===== src/rtl/ps2_pkg.sv =====
// ps2_pkg: shared scan-code prefixes, default key codes and frame state encoding
package ps2_pkg;
    localparam logic [7:0] BRK_CODE = 8'hF0;
    localparam logic [7:0] EXT_CODE = 8'hE0;
    localparam logic [7:0] KEY0_DEF = 8'h1D;
    localparam logic [7:0] KEY1_DEF = 8'h1C;
    localparam logic [7:0] KEY2_DEF = 8'h1B;
    localparam logic [7:0] KEY3_DEF = 8'h23;
    typedef enum logic [1:0] {IDLE, DATA, PAR, STOP} frame_state_t;
endpackage


===== src/rtl/ps2_key_decoder_if.sv =====
// ps2_key_decoder_if: PS/2 line inputs and decoded key/byte outputs
interface ps2_key_decoder_if;
    logic       ps2Clck;
    logic       ps2Data;
    logic       ifPressed;
    logic [1:0] keyPressed;
    logic [7:0] rxByte;
    logic       rxValid;
    logic       frameErr;
    modport master (output ps2Clck, ps2Data, input ifPressed, keyPressed, rxByte, rxValid, frameErr);
    modport slave (input ps2Clck, ps2Data, output ifPressed, keyPressed, rxByte, rxValid, frameErr);
endinterface


===== src/rtl/ps2_rx_frame.sv =====
// ps2_rx_frame: synchronise and filter the PS/2 lines, then deframe 11-bit frames with a watchdog
module ps2_rx_frame
    import ps2_pkg::*;
#(
    parameter int FILTER_LEN  = 8,
    parameter int TIMEOUT_CYC = 100000
) (
    input  logic       systemClock,
    input  logic       reset,
    input  logic       ps2_clk,
    input  logic       ps2_data,
    output logic [7:0] rx_byte,
    output logic       rx_valid,
    output logic       frame_err
);
    localparam int FW = $clog2(FILTER_LEN);
    localparam int WW = $clog2(TIMEOUT_CYC + 1);
    logic [1:0]    clk_sync, data_sync;
    logic          filt, filt_d, fall, good;
    logic [FW-1:0] flt_cnt;
    logic [WW-1:0] wd;
    logic [2:0]    bit_cnt;
    logic [7:0]    shift;
    logic          par;
    frame_state_t  state;
    assign fall = filt_d & ~filt;
    assign good = (^{shift, par}) & data_sync[1];
    always_ff @(posedge systemClock or negedge reset) begin
        if (!reset) begin
            clk_sync  <= '0;
            data_sync <= '0;
            filt      <= 1'b1;
            filt_d    <= 1'b1;
            flt_cnt   <= '0;
            wd        <= '0;
            bit_cnt   <= '0;
            shift     <= '0;
            par       <= 1'b0;
            state     <= IDLE;
            rx_byte   <= '0;
            rx_valid  <= 1'b0;
            frame_err <= 1'b0;
        end else begin
            clk_sync  <= {clk_sync[0], ps2_clk};
            data_sync <= {data_sync[0], ps2_data};
            filt_d    <= filt;
            // the filtered clock only moves after FILTER_LEN consecutive disagreeing samples
            if (clk_sync[1] == filt) flt_cnt <= '0;
            else if (flt_cnt == FW'(FILTER_LEN - 1)) begin
                filt    <= clk_sync[1];
                flt_cnt <= '0;
            end else flt_cnt <= flt_cnt + 1'b1;
            rx_valid  <= 1'b0;
            frame_err <= 1'b0;
            wd        <= (fall || state == IDLE) ? '0 : wd + 1'b1;
            if (fall) begin
                case (state)
                    IDLE: begin
                        state     <= data_sync[1] ? IDLE : DATA;
                        frame_err <= data_sync[1];
                        bit_cnt   <= '0;
                    end
                    DATA: begin
                        shift   <= {data_sync[1], shift[7:1]};
                        bit_cnt <= bit_cnt + 1'b1;
                        state   <= (bit_cnt == 3'd7) ? PAR : DATA;
                    end
                    PAR: begin
                        par   <= data_sync[1];
                        state <= STOP;
                    end
                    STOP: begin
                        rx_valid  <= good;
                        frame_err <= ~good;
                        rx_byte   <= good ? shift : rx_byte;
                        state     <= IDLE;
                    end
                endcase
            end else if (state != IDLE && wd == WW'(TIMEOUT_CYC - 1)) begin
                frame_err <= 1'b1;
                state     <= IDLE;
            end
        end
    end
endmodule


===== src/rtl/ps2_key_decoder.sv =====
// ps2_key_decoder: turn PS/2 make/break codes of four game keys into one hit pulse per physical press
module ps2_key_decoder
    import ps2_pkg::*;
#(
    parameter int         FILTER_LEN  = 8,
    parameter int         TIMEOUT_CYC = 100000,
    parameter logic [7:0] KEY0_CODE   = KEY0_DEF,
    parameter logic [7:0] KEY1_CODE   = KEY1_DEF,
    parameter logic [7:0] KEY2_CODE   = KEY2_DEF,
    parameter logic [7:0] KEY3_CODE   = KEY3_DEF
) (
    input logic              systemClock,
    input logic              reset,
    ps2_key_decoder_if.slave bus
);
    logic       brk, ext, ifp;
    logic [3:0] held, hit;
    logic [1:0] idx, kp;
    ps2_rx_frame #(.FILTER_LEN(FILTER_LEN), .TIMEOUT_CYC(TIMEOUT_CYC)) u_rx (
        .systemClock(systemClock),
        .reset      (reset),
        .ps2_clk    (bus.ps2Clck),
        .ps2_data   (bus.ps2Data),
        .rx_byte    (bus.rxByte),
        .rx_valid   (bus.rxValid),
        .frame_err  (bus.frameErr)
    );
    always_comb begin
        hit = {bus.rxByte == KEY3_CODE, bus.rxByte == KEY2_CODE, bus.rxByte == KEY1_CODE, bus.rxByte == KEY0_CODE};
        idx = hit[3] ? 2'd3 : hit[2] ? 2'd2 : hit[1] ? 2'd1 : 2'd0;
    end
    always_ff @(posedge systemClock or negedge reset) begin
        if (!reset) begin
            brk  <= 1'b0;
            ext  <= 1'b0;
            held <= '0;
            ifp  <= 1'b0;
            kp   <= '0;
        end else begin
            ifp <= 1'b0;
            if (bus.rxValid) begin
                if (bus.rxByte == BRK_CODE) brk <= 1'b1;
                else if (bus.rxByte == EXT_CODE) ext <= 1'b1;
                else begin
                    brk <= 1'b0;
                    ext <= 1'b0;
                    // held suppresses typematic repeats until the matching break code
                    if (!ext && |hit) begin
                        if (brk) held[idx] <= 1'b0;
                        else if (!held[idx]) begin
                            held[idx] <= 1'b1;
                            kp        <= idx;
                            ifp       <= 1'b1;
                        end
                    end
                end
            end
        end
    end
    assign bus.ifPressed  = ifp;
    assign bus.keyPressed = kp;
endmodule


===== src/flat_wrapper.sv =====
// flat-port wrapper written by rule: the top's interface ports become plain ports
module ps2_key_decoder_flat import ps2_pkg::*;
#(
    parameter int         FILTER_LEN  = 8,
    parameter int         TIMEOUT_CYC = 100000,
    parameter logic [7:0] KEY0_CODE   = KEY0_DEF,
    parameter logic [7:0] KEY1_CODE   = KEY1_DEF,
    parameter logic [7:0] KEY2_CODE   = KEY2_DEF,
    parameter logic [7:0] KEY3_CODE   = KEY3_DEF
)
  (systemClock, reset, bus_ps2Clck, bus_ps2Data, bus_ifPressed, bus_keyPressed, bus_rxByte, bus_rxValid, bus_frameErr);
  ps2_key_decoder_if bus_i ();
  input logic systemClock;
  input logic reset;
  input wire logic [$bits(bus_i.ps2Clck)-1:0] bus_ps2Clck;
  input wire logic [$bits(bus_i.ps2Data)-1:0] bus_ps2Data;
  output wire logic [$bits(bus_i.ifPressed)-1:0] bus_ifPressed;
  output wire logic [$bits(bus_i.keyPressed)-1:0] bus_keyPressed;
  output wire logic [$bits(bus_i.rxByte)-1:0] bus_rxByte;
  output wire logic [$bits(bus_i.rxValid)-1:0] bus_rxValid;
  output wire logic [$bits(bus_i.frameErr)-1:0] bus_frameErr;
  assign bus_i.ps2Clck = bus_ps2Clck;
  assign bus_i.ps2Data = bus_ps2Data;
  assign bus_ifPressed = bus_i.ifPressed;
  assign bus_keyPressed = bus_i.keyPressed;
  assign bus_rxByte = bus_i.rxByte;
  assign bus_rxValid = bus_i.rxValid;
  assign bus_frameErr = bus_i.frameErr;
  ps2_key_decoder #(.FILTER_LEN(FILTER_LEN), .TIMEOUT_CYC(TIMEOUT_CYC), .KEY0_CODE(KEY0_CODE), .KEY1_CODE(KEY1_CODE), .KEY2_CODE(KEY2_CODE), .KEY3_CODE(KEY3_CODE)) u_core (.systemClock(systemClock), .reset(reset), .bus(bus_i));
endmodule

===== config.mk =====
export PLATFORM = sky130hd
export DESIGN_NAME = ps2_key_decoder_flat
export DESIGN_NICKNAME = d
export VERILOG_FILES = /design/src/rtl/ps2_pkg.sv /design/src/rtl/ps2_key_decoder_if.sv /design/src/rtl/ps2_rx_frame.sv /design/src/rtl/ps2_key_decoder.sv /design/src/flat_wrapper.sv
export SDC_FILE = /design/constraint.sdc
export NUM_CORES = 1
export LEC_CHECK = 0
export ABC_CLOCK_PERIOD_IN_PS = 2100
export CAP_MARGIN = 20
export CORE_MARGIN = 3
export CORE_UTILIZATION = 48
export CTS_CLUSTER_SIZE = 12
export DETAILED_ROUTE_END_ITERATION = 6
export PLACE_DENSITY = 0.72
export SYNTH_ARGS = -nofsm -noshare
export SYNTH_HDL_FRONTEND = slang
export SYNTH_SLANG_ARGS = --single-unit

===== constraint.sdc =====
create_clock -name systemClock -period 2.1 [get_ports systemClock]
set_input_delay 0.42 -clock systemClock [delete_from_list [all_inputs] [get_ports systemClock]]
set_output_delay 0.42 -clock systemClock [all_outputs]
set_load 0.02 [all_outputs]

Yosys cells after proc, flatten, opt, wreduce, memory -nomap -nowiden
Index checks and enable logic that the tools add are counted.
- bits in registers: 59
- input bits: 4
- output and inout port bits: 13
- word-level logic and storage cells: 102
- add/subtract/negate cells: 3
- $lt $le $gt $ge: 2
- equal/unequal tests: 15
- multiplexer cells: 32
- bitwise gates (word level): 12
- reductions and logical operators: 20
- operators by type and width (operator ; count):
    8-bit by 5-bit equality test with 1-bit output, second input constant ; 3
    17-bit by 1-bit adder with 17-bit output, second input constant ; 1
    17-bit equality test, second input constant ; 1
    1-bit two-way mux ; 17
    17-bit two-way mux ; 1
    8-bit equality test, second input constant ; 2
    2-bit AND reduction ; 6
    2-bit two-way mux ; 5
    9-bit XOR reduction ; 1
    8-bit by 6-bit equality test with 1-bit output, second input constant ; 1
    4-bit two-way mux ; 2
    2-bit case mux with 4 select lines ; 1
    1-bit NOT ; 7
    3-bit by 1-bit adder with 3-bit output, second input constant ; 2
    3-bit equality test, second input constant ; 2
    3-bit two-way mux ; 2
    3-bit case mux with 2 select lines ; 1
    6-bit AND reduction ; 1
    2-bit nonzero test ; 3
    5-bit AND reduction ; 1
    4-bit AND ; 1
    2-bit equality test, second input constant ; 2
    2-bit by 1-bit != test with 1-bit output, second input constant ; 2
    4-bit NOT ; 1
    other kinds (15) ; 18

Logic depth before layout (Yosys ltp)
Gate-level depths: netlist of run 1.
- word-level depth: 12
- gate-level depth with buffers: 8
- mapped depth without buffers: 8

Modules after synthesis
A second synthesis of run 1 with hierarchy kept.
- cell total of the unflattened synthesis: 245
- area total of the unflattened synthesis: 2831.5 µm²
- by module, submodules not included (module ; instances ; cells each ; area each (µm²) ; seq. area each (µm²)):
    ps2_rx_frame ; 1 ; 184 ; 2243.4 ; 1253.7
    ps2_key_decoder ; 1 ; 61 ; 588.1 ; 225.2

Worst setup path after synthesis of run 1
Ideal clock, no wire load.
- path kind: register to register
- from: reg u_core.u_rx.rx_byte[6]
- to: reg u_core.kp[1], in the netlist u_core.bus.keyPressed[1]
- library setup time: 125 ps
- arrival: 1942 ps
- data required time: 1975 ps
- setup slack: 33 ps
- cell stages (with the launch flop): 7
- path buffers: 0
- period minus slack after synthesis: 2067 ps
- cell sequence: dfrtp_1 -> nand4bb_1 -> or2_1 -> a2111o_1 -> a21oi_4 -> nand3_2 -> mux2_4
- word-level cells in the longest chain between the ends: 8
- elaborated cells between the ends (all ways): 17
- classes of those cells: eq/ne: 6; mux: 5; bitwise: 3; reduce/logical: 3
- ends and longest elaborated chain (what ; line ; source):
    start, declared ; ps2_rx_frame.sv:12 ; output logic [7:0] rx_byte,
    start signal, assigned ; ps2_rx_frame.sv:75 ; rx_byte <= good ? shift : rx_byte;
    8-bit by 5-bit equality test with 1-bit output ; ps2_key_decoder.sv:29 ; hit = {bus.rxByte == KEY3_CODE, bus.rxByte == KEY2_CODE, bus.rxByte == KEY1_CODE, bus.rxByte == KEY0_CODE};
    1-bit two-way mux ; ps2_key_decoder.sv:30 ; idx = hit[3] ? 2'd3 : hit[2] ? 2'd2 : hit[1] ? 2'd1 : 2'd0;
    2-bit two-way mux (2 in series) ; ps2_key_decoder.sv:30 ;
    1-bit binary-select mux with 2-bit select ; ps2_key_decoder.sv:50 ; else if (!held[idx]) begin
    1-bit two-way mux (implied by the code) ; ps2_key_decoder.sv:50 ;
    1-bit NOT (no source line) ; n/a ;
    6-bit AND reduction (no source line) ; n/a ;
    end signal, assigned ; ps2_key_decoder.sv:52 ; kp <= idx;
    end, declared ; ps2_key_decoder.sv:18 ; logic [1:0] idx, kp;
Several ways; a longest one is shown, not always the timed one. The select of a mux whose other input is x is not followed.
A chain may end at the register's enable or synchronous reset.

Worst setup path in the final report of run 1
- from: reg u_core.u_rx.rx_byte[7]
- to: reg u_core.kp[1], in the netlist u_core.bus.keyPressed[1]
The elaborated chain is that of the path after synthesis.

==> flow_metrics.tcl, run 1 <==
set metrics [dict create \
    worst_setup_path_start_kind "register" \
    cts_hold_buf 0 \
    grt_overflow 0 \
    cts.sink_count 59 \
    period_minus_slack_ns 2.050 \
    avgSynthCellArea_um2 11.69 \
    via_count 1818 \
    finalSetupTns_ns 0 \
    cts_buffer_depth 2 \
    max_slew.worst_pin.slew_ns 0.6080 \
    max-vdd-ir-drop_v 0.0006596 \
    drt_iter0_markers 94 \
    dieArea_um2 6612 \
    syn_nets 246 \
    synth_cells 233 \
    gp_congestion 0.8120 \
    p_int_mw 1.888 \
    core_area_um2 5303 \
    fin_worst_skew_ns 0.006749 \
    instances_no_fill 346 \
    power_frac_seq_pct 49.9 \
    synth-edff-count 0 \
    combPwrFrac_pct 18.4 \
    cp-end-kind "register" \
    routed_wl_um 5011 \
    synth_top_cell_by_area "dfrtp_1" \
    yosysUniqueCellTypes 48 \
    maxSlewViolCount 0 \
    power.switching_uw 769.0 \
    grt_pass1_wl_um 8825 \
    pwr_density_cell_nw_per_um2 807.1 \
    relSlewSlack_pct 59.47 \
    hold_class "primary input to asynchronous set/reset pin" \
    synth_seq_area_share_pct 54.32 \
    start_util_pct 51.34 \
    ant_nets 0 \
    cts_tree "yes" \
    antenna_cells 0 \
    crit_type "register to register" \
    status "finished clean" \
    synth_top_area_share_pct 52.39 \
    antenna_found_initial 0 \
    rows 26 \
    fin_nets 284 \
    period_share_pct 97.62 \
    hpwl_um 3407 \
    syn2layout_area_growth_pct 20.91 \
    critPathRequiredTime_ns 2.32 \
    mappedNetlistArea_um2 2723 \
    worstSetupStartpoint "u_core.u_rx.rx_byte[7]$_DFFE_PN0P_" \
    crit_arrival_ns 2.27 \
    die_h_um 81.32 \
    finalSetupViolCount 0 \
    htreeDepth 3 \
    crit_fanout 3 \
    clk-insertion-delay-late_ns 0.33 \
    switching_share_pct 28.94 \
    ff2ff_path_depth 6 \
    p_clk_share_pct 31.7 \
    drc 0 \
    ys.flop_type "dfrtp_1" \
    die_w_um 81.32 \
    placed_cells 326 \
    drive_gt1_share_pct 21.74 \
    cts_buffers 9 \
    grt_max_degree 27 \
    r2r_start "u_core.u_rx.rx_byte[7]$_DFFE_PN0P_" \
    wl_per_cell_um 14.48 \
    clock.fmax_mhz 487.8 \
    async_reset_ff_share_pct 100.0 \
    fin_hold_ws_ns 0.09504 \
    cts_root_buf "clkbuf_8" \
    cap_violations 0 \
    grtUsageTotal_pct 17.84 \
    drt_first_pass_iters 4 \
    ys_ff_latch 59 \
    cts.clk_slew.worst_paths_ns 0.07 \
    synth_area_leaders "dfrtp_1 (52%), xor2_1 (4.2%), ha_1 (4.1%), mux2_2 (4.1%), mux2_1 (3.7%)" \
    pin_count 17 \
    first_global_vias 1855 \
    hold_viol 0 \
    io_buffers 16 \
    cellLeakagePower_nw 1.508 \
    ys_warn_count 0 \
    vias_per_cell 5.254 \
]
-- cell families after synthesis --
group	synth area share, %
xor+xnor	7.583
compound gates	7.675
simple gates	15.99
buf+inv	1.517
flops	54.32
mux	8.778
fa+ha+maj	4.136
-- synthesized netlist by cell type, types with 4 or more instances --
cell type,count
nand3_1,7
clkbuf_1,5
xor2_1,13
ha_1,9
mux2_2,10
xnor2_1,8
mux2_1,9
nand2_1,11
dfrtp_1,57
a21oi_1,6
nor4_1,4
o21ai_0,8
and2_1,5
inv_1,5
nor2b_1,4
nor2_1,27
-- worst max-delay path, cell delays in order (launching register included) --
cell,delay [ns]
dfrtp_1,0.38
nand4bb_4,0.24
or2_4,0.27
a2111o_1,0.47
a21oi_4,0.16
nand3_2,0.11
mux2_4,0.31
-- repair_timing --
action,4_1_cts,5_1_grt
resized for setup,0,10
setup endpoints to repair,0,11
buffers inserted,0,4
-- layout make-up --
class,instances,area (um^2)
fillers,436,2011
flip-flops and latches,59,1481
multi-input cells,163,1252
repair buffers,32,287.8
clock buffers,10,127.6
well taps,70,87.58
clock inverters,6,32.53
inverters,6,22.52
-- power by group through the flow --
stage               Sequential [mW]  Combinational (mW)  Clock (mW)
floorplan                      1.33               0.313           0
global placement               1.34               0.464           0
detailed placement             1.35               0.474           0
CTS                            1.32               0.479       0.878
global route                   1.34               0.557       0.930
finish                         1.33               0.488       0.843
-- state kept, by name, summed over array words and instances, names as in the netlist, named ones only --
register,count
u_core.brk,1
u_core.bus.ifPressed,1
u_core.bus.keyPressed,2
u_core.ext,1
u_core.u_rx.bit_cnt,3
u_core.u_rx.clk_sync,2
u_core.u_rx.data_sync,2
u_core.u_rx.filt,1
u_core.u_rx.filt_d,1
u_core.u_rx.flt_cnt,3
u_core.u_rx.frame_err,1
u_core.u_rx.par,1
u_core.u_rx.rx_byte,8
u_core.u_rx.rx_valid,1
u_core.u_rx.shift,8
u_core.u_rx.state,2
u_core.u_rx.wd,17
-- cells in the final DEF, fill, tap and decap left out, types with 6 or more instances in the layout --
cell type,count
buf_4,15
nand3_1,7
ha_1,8
mux2_2,10
xnor2_1,7
a21oi_1,6
clkbuf_8,9
nor2_1,27
nand2_1,11
clkdlybuf4s50_1,15
dfrtp_1,55
mux2_1,9
o21ai_0,8
xor2_1,13
-- layer usage --
metal	track usage [%]	routed length (um)
met5	0	0
met4	8.108	82
met3	4.989	192
met2	28.18	2331
met1	22.72	2404
-- stage by stage --
step                      area (um^2)  utilization, %  power [mW]  setup slack (ns)
after floorplan                  2723               -       1.648           0.03285
after global placement           3049           57.50       1.802           0.04306
after detailed placement         3049           57.50       1.819           0.02339
after CTS                        3209           60.52       2.682           0.01165
after global routing             3292           62.08       2.825          -0.03159
final                            3292           62.08       2.657           0.05008
-- final timing paths --
path / slack, ns / to
setup reg to reg: 0.05 / u_core.bus.keyPressed[1]$_DFFE_PN0P_
setup / recovery: 0.05 / u_core.bus.keyPressed[1]$_DFFE_PN0P_
hold reg to reg: 0.34 / u_core.u_rx.data_sync[1]$_DFF_PN0_
hold / removal: 0.1 / asynchronous set/reset pin
max in group asynchronous: 1.35 / u_core.u_rx.filt$_DFFE_PN1P_
min in group systemClock: 0.34 / u_core.u_rx.data_sync[1]$_DFF_PN0_
(Power assumes the default switching activity.)
==> run 2: changes to the inputs <==
Settings changed: CELL_PAD_IN_SITES_DETAIL_PLACEMENT set to 0, CELL_PAD_IN_SITES_GLOBAL_PLACEMENT set to 2, CORE_MARGIN 3 to 2, CORE_UTILIZATION 48 to 36, PLACE_DENSITY 0.72 to 0.78.
==> run 2 against run 1 <==
Net effect:
- sequential power about the same
- wire length down 1.6%
- register-to-register slack worse by 0.02 ns
- worst setup slack worse by 0.022 ns
- critical path type unchanged
- largest cell class unchanged
- largest power group unchanged
- highest routed layer unchanged
==> flow_metrics.tcl, run 2 (synthesis gave the netlist of run 1 again) <==
set metrics [dict create \
    cts.clk_slew.worst_paths_ns 0.07 \
    drt_first_pass_iters 4 \
    die_w_um 90.97 \
    placed_cells 355 \
    largestRegisters "u_core.u_rx.wd (17), u_core.u_rx.rx_byte (8), u_core.u_rx.shift (8)" \
    period_share_pct 98.66 \
    instances_no_fill 377 \
    cts.sink_count 59 \
    grt_overflow 0 \
    crit_arrival_ns 2.30 \
    wl_per_cell_um 13.08 \
    grt_pass1_wl_um 8556 \
    rows 31 \
    cellLeakagePower_nw 1.522 \
    finalSetupViolCount 0 \
    relSlewSlack_pct 56.99 \
    hold_class "primary input to asynchronous set/reset pin" \
    largest_register_ffs 17 \
    maxSlewViolCount 0 \
    worst_setup_path_start_kind "register" \
    grtUsageTotal_pct 13.03 \
    fin_worst_skew_ns 0.01296 \
    gp_congestion 0.8458 \
    fin_nets 286 \
    htreeDepth 3 \
    cts_tree "yes" \
    io_buffers 16 \
    crit_fanout 3 \
    dieArea_um2 8275 \
    clk-insertion-delay-late_ns 0.34 \
    max-vdd-ir-drop_v 0.0005920 \
    critPathRequiredTime_ns 2.33 \
    antenna_found_initial 0 \
    cts_buffers 9 \
    drive_gt1_share_pct 19.78 \
    cap_violations 0 \
    cts_buffer_depth 2 \
    via_count 1801 \
    drt_iter0_markers 62 \
    first_global_vias 1884 \
    hold_viol 0 \
    ant_nets 0 \
    vias_per_cell 4.777 \
    clock.fmax_mhz 482.7 \
    grt_max_degree 33 \
    pwr_density_cell_nw_per_um2 854.6 \
    routed_wl_um 4933 \
    status "finished clean" \
    regMostFlops "u_core.u_rx.wd" \
    cp-end-kind "register" \
    crit_type "register to register" \
    die_h_um 90.97 \
    final_common_cell "dfrtp_1" \
    pin_count 17 \
    finalSetupTns_ns 0 \
    start_util_pct 37.34 \
    cts_hold_buf 0 \
    hpwl_um 3408 \
    syn2layout_area_growth_pct 23.07 \
    cts_root_buf "clkbuf_8" \
    core_area_um2 7292 \
    drc 0 \
    max_slew.worst_pin.slew_ns 0.6452 \
    period_minus_slack_ns 2.072 \
    layout_common_cells "dfrtp_1 (57), nor2_1 (27), buf_4 (17)" \
    antenna_cells 0 \
]
-- run 2: changes by cell type in the layout (fill, tap and decap cells not counted), moves of 2 or more --
cell	before	now
clkinv_2	5	1
buf_4	15	17
clkbuf_8	9	11
dfrtp_1	55	57
dfrtp_2	2	0
nor4_1	1	3
nor4_2	3	1
-- run 2: path summary, 6_finish.rpt --
kind                       slack [ns]                                    to                               start  depth (start not counted)
max                              0.03  u_core.bus.keyPressed[1]$_DFFE_PN0P_  u_core.u_rx.rx_byte[6]$_DFFE_PN0P_                          6
min                              0.08      u_core.u_rx.shift[3]$_DFFE_PN0P_                               reset                          2
max reg2reg                      0.03  u_core.bus.keyPressed[1]$_DFFE_PN0P_  u_core.u_rx.rx_byte[6]$_DFFE_PN0P_                          6
min reg2reg                      0.35    u_core.u_rx.data_sync[1]$_DFF_PN0_  u_core.u_rx.data_sync[0]$_DFF_PN0_                          0
max in group asynchronous        1.69          u_core.u_rx.wd[11]$_DFF_PN0_                               reset                          2
min in group systemClock         0.35    u_core.u_rx.data_sync[1]$_DFF_PN0_  u_core.u_rx.data_sync[0]$_DFF_PN0_                          0
-- run 2: layer usage --
| layer | part of all wire (%) | up-vias | GRT usage [%] |
|---|---|---|---|
| li1 | - | 895 | - |
| met1 | 47 | 871 | 15.52 |
| met2 | 47 | 28 | 21.05 |
| met3 | 4.2 | 7 | 5.311 |
| met4 | 1.4 | 0 | 5.051 |
| met5 | 0 | - | 0 |
-- run 2: what timing repair did --
item,4_1_cts,5_1_grt
gates resized for setup,0,3
buffers inserted,0,5
endpoints found under the setup margin,0,11
-- run 2: area by class of cell --
| cell class | count | area, um^2 |
|---|---|---|
| Clock buffer | 12 | 155.1 |
| Clock inverter | 4 | 50.05 |
| Fill cell | 714 | 3941 |
| Sequential cell | 59 | 1479 |
| Timing Repair Buffer | 33 | 282.8 |
| Tap cell | 99 | 123.9 |
| Multi-Input combinational cell | 164 | 1237 |
| Inverter | 6 | 22.52 |
-- run 2: critical path: stages, from the launching register on --
cell,delay (ns)
dfrtp_1,0.39
nand4bb_4,0.24
or2_1,0.27
a2111o_1,0.49
a21oi_4,0.17
nand3_2,0.11
mux2_4,0.31
-- run 2: power by group --
| group | total (mW) | switching (mW) | internal (mW) |
|---|---|---|---|
| sequential | 1.32 | 0.0720 | 1.25 |
| clock | 1.05 | 0.438 | 0.610 |
| combinational | 0.496 | 0.267 | 0.229 |
-- run 2: per-stage QoR --
stage | hold slack (ns) | worst slack [ns] | total power [mW] | utilization (%) | instance area (um^2)
CTS | 0.07644 | 0.06910 | 2.886 | 44.96 | 3278
global placement | 0.3357 | 0.09382 | 1.808 | 42.14 | 3073
floorplan | 0.1244 | 0.03285 | 1.648 | - | 2723
detailed placement | 0.3372 | 0.08176 | 1.811 | 42.14 | 3073
finish | 0.08228 | 0.02816 | 2.864 | 45.95 | 3351
global route | 0.1012 | -0.02642 | 3.033 | 45.95 | 3351
==> run 3: changes to the inputs <==
--- a/constraint.sdc
+++ b/constraint.sdc
@@ -3,2 +3,2 @@
 set_output_delay 0.42 -clock systemClock [all_outputs]
-set_load 0.02 [all_outputs]
+set_load 0.05 [all_outputs]
==> run 3 against run 2 <==
Net effect:
- register-to-register slack better by 0.04 ns
- worst setup slack better by 0.039 ns
- core utilization hardly changed
==> flow_metrics.tcl, run 3 (synthesis gave the netlist of run 1 again) <==
set metrics [dict create \
    cts_buffers 9 \
    max-vdd-ir-drop_v 0.0004326 \
    cts.clk_slew.worst_paths_ns 0.08 \
    htreeDepth 3 \
    cts_root_buf "clkbuf_8" \
    vias_per_cell 4.801 \
    multiInputGateArea_um2 1241 \
    status "finished clean" \
    drive_gt1_share_pct 21.69 \
    cts_tree "yes" \
    crit_type "register to register" \
    core_area_um2 7292 \
    pwr_density_cell_nw_per_um2 862.6 \
    io_buffers 16 \
    drc 0 \
    antenna_cells 0 \
    grt_overflow 0 \
    grt_pass1_wl_um 8659 \
    drt_first_pass_iters 4 \
    hold_class "primary input to asynchronous set/reset pin" \
    grtUsageTotal_pct 13.16 \
    final_common_cell "dfrtp_1" \
    grt_max_degree 60 \
    maxSlewViolCount 0 \
    cp_slowest_stage_delay_ns 0.49 \
    clk-insertion-delay-late_ns 0.34 \
    cellLeakagePower_nw 1.512 \
    ant_nets 0 \
    finalSetupViolCount 0 \
    largestRegisters "u_core.u_rx.wd (17), u_core.u_rx.rx_byte (8), u_core.u_rx.shift (8)" \
    dieArea_um2 8275 \
    die_w_um 90.97 \
    max_slew.worst_pin.slew_ns 0.6505 \
    syn2layout_area_growth_pct 22.98 \
    layout_common_cells "dfrtp_1 (50), nor2_1 (27), clkdlybuf4s50_1 (14)" \
    die_h_um 90.97 \
    via_count 1781 \
    fillers 712 \
    cts_buffer_depth 2 \
    path_delay_family "compound AO/OA/AOI/OAI gates" \
    worst_setup_path_start_kind "register" \
    critPathRequiredTime_ns 2.32 \
    antenna_found_initial 0 \
    instances_no_fill 371 \
    cts_hold_buf 0 \
    largest_register_ffs 17 \
    routed_wl_um 4942 \
    cp_cell_sequence "nand4bb_4, or2_1, a2111o_1, a21oi_4, nand3_2, mux2_4" \
    gp_congestion 0.7880 \
    cts.sink_count 59 \
    rows 31 \
    regMostFlops "u_core.u_rx.wd" \
    crit_arrival_ns 2.25 \
    pin_count 17 \
    crit_fanout 4 \
    cap_violations 0 \
    cp_slowest_cell "a2111o_1" \
    placed_cells 353 \
    first_global_vias 1863 \
    cp-end-kind "register" \
    critPathBufInv 0 \
    finalSetupTns_ns 0 \
    period_share_pct 96.83 \
    drt_iter0_markers 67 \
    regArea_um2 1488 \
    fin_worst_skew_ns 0.01394 \
    relSlewSlack_pct 56.63 \
    wl_per_cell_um 13.32 \
    period_minus_slack_ns 2.033 \
    hold_viol 0 \
    start_util_pct 37.34 \
    fin_nets 280 \
    clock.fmax_mhz 491.8 \
    rrSetupSlack_ns 0.07 \
    hpwl_um 3382 \
]
[run 3: repair_timing]
item	in CTS	in global routing
hold endpoints to repair	0	0
setup endpoints to repair	0	12
setup buffers	0	2
resized for setup	0	6
[run 3: area by class of cell]
class | count | share of cell area [%]
clock buffer | 11 | 4.522
clock inverter | 5 | 1.831
inverter | 6 | 0.6726
multi-input combinational | 163 | 37.07
sequential | 59 | 44.43
tap | 99 | 3.700
timing repair buffer | 28 | 7.773
[run 3: layer usage]
| layer | track usage [%] | part of all wire, % | wire length, um |
|---|---|---|---|
| met5 | 0 | 0 | 0 |
| met4 | 5.556 | 0.55 | 27 |
| met2 | 20.80 | 49 | 2398 |
| met3 | 4.315 | 3.2 | 156 |
| met1 | 16.57 | 48 | 2360 |
[run 3: metrics by stage]
stage / util, % / hold WS (ns) / cell area [um^2] / total power [mW] / setup WS (ns)
after global routing: 45.92 / 0.09050 / 3348 / 3.075 / -0.007308
after global placement: 42.23 / 0.3334 / 3079 / 1.838 / 0.09982
after CTS: 45.14 / 0.08122 / 3292 / 2.933 / 0.01723
after detailed placement: 42.23 / 0.3403 / 3079 / 1.836 / 0.07482
after floorplan: - / 0.1244 / 2731 / 1.665 / -0.02659
final: 45.92 / 0.06916 / 3348 / 2.888 / 0.06667
[run 3: where the power goes]
| group | switching [mW] | leakage [nW] | internal (mW) |
|---|---|---|---|
| clock | 0.456 | 0.0978 | 0.614 |
| sequential | 0.0684 | 0.790 | 1.25 |
| combinational | 0.281 | 0.625 | 0.223 |
[run 3: worst paths after layout]
check / end / start / cells past startpoint
worst max register to register: u_core.bus.keyPressed[1]$_DFFE_PN0P_ / u_core.u_rx.rx_byte[6]$_DFFE_PN0P_ / 6
min in group systemClock: u_core.u_rx.data_sync[1]$_DFF_PN0_ / u_core.u_rx.data_sync[0]$_DFF_PN0_ / 0
worst min register to register: u_core.u_rx.data_sync[1]$_DFF_PN0_ / u_core.u_rx.data_sync[0]$_DFF_PN0_ / 0
worst min-delay path: u_core.u_rx.shift[4]$_DFFE_PN0P_ / reset / 2
max in group asynchronous: u_core.u_rx.filt_d$_DFF_PN1_ / reset / 2
worst max-delay path: u_core.bus.keyPressed[1]$_DFFE_PN0P_ / u_core.u_rx.rx_byte[6]$_DFFE_PN0P_ / 6
==> RTL change 1: new RTL, flow settings as in run 3 <==
`TIMEOUT_CYC` is set to 100000 in 3 places; all go to 200000.
--- a/src/rtl/ps2_rx_frame.sv
+++ b/src/rtl/ps2_rx_frame.sv
@@ -3,7 +3,7 @@
     import ps2_pkg::*;
 #(
     parameter int FILTER_LEN  = 8,
-    parameter int TIMEOUT_CYC = 100000
+    parameter int TIMEOUT_CYC = 200000
 ) (
     input  logic       systemClock,
     input  logic       reset,
--- a/src/rtl/ps2_key_decoder.sv
+++ b/src/rtl/ps2_key_decoder.sv
@@ -3,7 +3,7 @@
     import ps2_pkg::*;
 #(
     parameter int         FILTER_LEN  = 8,
-    parameter int         TIMEOUT_CYC = 100000,
+    parameter int         TIMEOUT_CYC = 200000,
     parameter logic [7:0] KEY0_CODE   = KEY0_DEF,
     parameter logic [7:0] KEY1_CODE   = KEY1_DEF,
     parameter logic [7:0] KEY2_CODE   = KEY2_DEF,
--- a/src/flat_wrapper.sv
+++ b/src/flat_wrapper.sv
@@ -2,7 +2,7 @@
 module ps2_key_decoder_flat import ps2_pkg::*;
 #(
     parameter int         FILTER_LEN  = 8,
-    parameter int         TIMEOUT_CYC = 100000,
+    parameter int         TIMEOUT_CYC = 200000,
     parameter logic [7:0] KEY0_CODE   = KEY0_DEF,
     parameter logic [7:0] KEY1_CODE   = KEY1_DEF,
     parameter logic [7:0] KEY2_CODE   = KEY2_DEF,
Function: same outputs for any inputs over 10 cycles, from zero or initial values and one cycle with reset low; that may be too few to reach the edited logic, so the function may still have changed.
==> RTL change 1 against run 3 <==
Hold slack got worse by 9.0 ps. Sequential share of layout area is 0.95 points higher. Total power grew 0.57%. Sequential cell count rose by 1. Synthesized area is 1.7% higher. Highest routed layer unchanged. Wire length is 0.14% lower. Worst setup slack gained 14 ps. First-iteration DRC count is 6.0% higher. Count of clock-buffer cells in the layout is 2 lower. Combinational power decreased by 2%. Final area decreased by 0.93%. Utilization decreased by 0.91 points.
==> RTL change 1: results (changes against run 3) <==
Placer Congestion: 0.782 (-0.72%)
Detail Placement HPWL: 3370 um (-0.40%)
most instantiated cells after synthesis: dfrtp_1, nor2_1, nand2_1, mux2_2, xnor2_1
fin nets: 282 (+0.71%)
final wirelength: 4940 um (-0.14%)
P per Cell Area: 876 mW/mm2 (+1.5%)
post-synthesis compound-gate area fraction: 7.46% (-0.22 points)
pre-CTS setup slack: 98.3 ps (+23.5 ps)
Worst Path Max Fanout: 5 (+1)
initial DRC count: 71 (+6.0%)
RR Endpoint: u_core.bus.keyPressed[0]
top post-synthesis cells by area: dfrtp_1, mux2_2, ha_1, xnor2_1, nor2_1
max_slew headroom: 66.6% (+10 points)
xor and xnor fraction of the mapped netlist area: 7.46% (-0.13 points)
Slowest-stage cell, CP: clkdlybuf4s50_1
Leakage: 1.53 nW (+1.3%)
via density per instance: 4.75 (-0.98%)
first-pass GRT wire length: 8710 um (+0.64%)
Worst Setup SP: u_core.u_rx.rx_byte[6]
clk_skew: 8.91 ps (-5.04 ps)
Top delay family on crit path: buffers and inverters
Comb group: 0.000491 W (-2%)
outcome: complete, no violations
switching part of the total: 30.1% (+2.2 points)
share of cells above drive strength 1: 19.7% (-2.0 points)
Seq/Total Area, Yosys: 54.3% (about the same)
post-synthesis mux area share: 8.04% (-0.73 points)
vias in the first global route: 1855 (-0.43%)
syn nets: 251 (+2.0%)
Worst Setup EP: bus_rxByte[6]
Adder-Cell Fraction of Synth Area: 4.07% (-0.069 points)
R2R depth: 6 (unchanged)
slowest stage delay, CP: 830 ps (+340 ps)
Fin Hold WS: 60.2 ps (-8.96 ps)
Max VDD drop: 508 uV (+17%)
CP arrival: 1600 ps (-650 ps)
GRT Total Usage: 13.2% (+0.068 points)
[RTL change 1: cell count changes in the layout (fill, tap and decap cells not counted), moves of 5 or more]
| cell | before | now |
|---|---|---|
| dfrtp_1 | 50 | 57 |
| dfrtp_2 | 7 | 1 |
| nand2_1 | 11 | 18 |
| nor3_1 | 1 | 6 |
| xnor2_1 | 7 | 12 |
[RTL change 1: per-stage QoR]
stage          cell area, um2  cells
6_report                 3320    373
3_3_place_gp             3090    356
2_1_floorplan            2770    238
5_1_grt                  3320    373
4_1_cts                  3300    372
3_5_place_dp             3090    356
[RTL change 1: routing by layer]
metal	GRT usage, %	wire length (um)	up-vias
met2	20.1	2260	16
met5	0	0	-
met1	17.1	2460	858
met4	5.60	62	0
met3	4.77	153	5
li1	-	-	894
[RTL change 1: layout make-up]
class | count | area [um2]
fill | 699 | 4050
clock buffer | 9 | 124
tap | 99 | 124
sequential | 60 | 1510
multi-input combinational | 166 | 1230
inverter | 9 | 33.8
clock inverter | 7 | 81.3
timing repair buffer | 23 | 223
==> RTL change 2: new RTL, flow settings as in run 3 <==
Made on the original files. Reset style: synchronous (`reset`), changed in 2 clocked blocks.
--- a/src/rtl/ps2_rx_frame.sv
+++ b/src/rtl/ps2_rx_frame.sv
@@ -25,7 +25,7 @@
     frame_state_t  state;
     assign fall = filt_d & ~filt;
     assign good = (^{shift, par}) & data_sync[1];
-    always_ff @(posedge systemClock or negedge reset) begin
+    always_ff @(posedge systemClock) begin
         if (!reset) begin
             clk_sync  <= '0;
             data_sync <= '0;
--- a/src/rtl/ps2_key_decoder.sv
+++ b/src/rtl/ps2_key_decoder.sv
@@ -29,7 +29,7 @@
         hit = {bus.rxByte == KEY3_CODE, bus.rxByte == KEY2_CODE, bus.rxByte == KEY1_CODE, bus.rxByte == KEY0_CODE};
         idx = hit[3] ? 2'd3 : hit[2] ? 2'd2 : hit[1] ? 2'd1 : 2'd0;
     end
-    always_ff @(posedge systemClock or negedge reset) begin
+    always_ff @(posedge systemClock) begin
         if (!reset) begin
             brk  <= 1'b0;
             ext  <= 1'b0;
Function: differs if reset is asserted again (counterexample within 10 cycles, from zero or initial values and one cycle with reset low); with reset held inactive, the same outputs for 10 cycles.
==> RTL change 2 against run 3 <==
Clock skew down 4.7 ps. Worst setup slack better by 20 ps. Sequential cell count is the same. Sequential share of layout area shrank 6.3 points. Synthesized area shrank 5.3%. Final area fell by 6.7%. Utilization decreased by 0.43 points. Global-route usage is 1.4 points higher. Critical path depth up 1. Wire length up 6.5%.
Power is not compared: it rests on default switching activity, and its combinational part moved more than twofold at a synthesized area within 25%.
==> RTL change 2: results (changes against run 3) <==
invs w/o clock: 7 (+1)
signal buffers share of area: 7.29% (-0.48 points)
R2R depth: 7 (+1)
Worst R2R Setup Slack: 90 ps (+20 ps)
syn nets: 304 (+24%)
GRT Total Usage: 14.5% (+1.4 points)
clk_buf instances: 12 (+1)
top_reg_cell synth: dfxtp_1
most instantiated cells after synthesis: dfxtp_1, nand2_1, nor2_1, a21oi_1, nand3_1
met2 Track Usage GR: 22.0% (+1.2 points)
clk_skew: 9.20 ps (-4.74 ps)
initial DRC count: 62 (-7.5%)
distinct cell type count after synthesis: 47 (-2.1%)
top post-synthesis cells by area: dfxtp_1, nand2_1, ha_1, nor2_1, a21oi_1
Seq/Total Area, Yosys: 45.8% (-8.5 points)
storage element area: 0.00119 mm2 (-20%)
largest net degree at the start of global routing: 27 (-55%)
total number of vias: 2002 (+12%)
DR WL met2: 2370 um (-1.3%)
wl on met1: 2650 um (+12%)
fin nets: 329 (+18%)
share of cells above drive strength 1: 11.5% (-10 points)
clock-cell share of area: 7.29% (+0.94 points)
Placer Congestion: 0.767 (-2.7%)
Worst Path Max Fanout: 6 (+2)
Least-Margin Pin Slew: 591 ps (-59.0 ps)
outcome: complete, no violations
launching point of the worst reg2reg path: u_core.u_rx.rx_byte[5]
vias in the first global route: 1817 (-2.5%)
met1 global-route usage: 18.6% (+2.0 points)
slowest stage delay, CP: 370 ps (-120 ps)
Async SR Flop Fraction: 0% (-100 points)
==> RTL change 2: changes by cell type after synthesis, moves of 9 or more <==
cell / before / now
nand2_1: 11 / 39
dfrtp_1: 57 / 0
nand3_1: 7 / 18
mux2_1: 9 / 0
dfxtp_1: 0 / 59
mux2_2: 10 / 0
a21oi_1: 6 / 20
==> RTL change 2: cell families after synthesis <==
logic type / synth area share [%]
AO/OA/AOI/OAI: 11.8
XOR/XNOR: 7.52
flip-flops: 45.8
multiplexers: 1.16
AND/OR/NAND/NOR: 26.7
adder cells (fa/ha/maj): 4.37
buffers and inverters: 2.62
==> RTL change 2: how the worst min path moves through the flow <==
stage / end / from / slack [ps]
global route: u_core.u_rx.clk_sync[1] / u_core.u_rx.clk_sync[0] / 440
global placement: u_core.u_rx.clk_sync[1] / u_core.u_rx.clk_sync[0] / 420
CTS: u_core.u_rx.clk_sync[1] / u_core.u_rx.clk_sync[0] / 430
floorplan: u_core.u_rx.flt_cnt[0] / u_core.u_rx.flt_cnt[0] / 410
detailed placement: u_core.u_rx.clk_sync[1] / u_core.u_rx.clk_sync[0] / 420
finish: u_core.u_rx.flt_cnt[0] / u_core.u_rx.flt_cnt[0] / 430
==> RTL change 2: through the flow <==
step	setup slack (ps)	cells	hold WS (ps)	power [W]	area [um2]
after detailed placement	96.4	399	419	0.00119	2880
after CTS	31.4	415	431	0.00238	3110
after global placement	132	399	418	0.00119	2880
after floorplan	7.95	291	406	0.00118	2590
after global routing	12.8	417	443	0.00243	3120
final	86.5	417	427	0.00234	3120
==> RTL change 2: what timing repair did <==
action | in CTS | in global routing
endpoints found under the setup margin | 0 | 2
resized for setup | 0 | 1
buffers inserted | 0 | 2
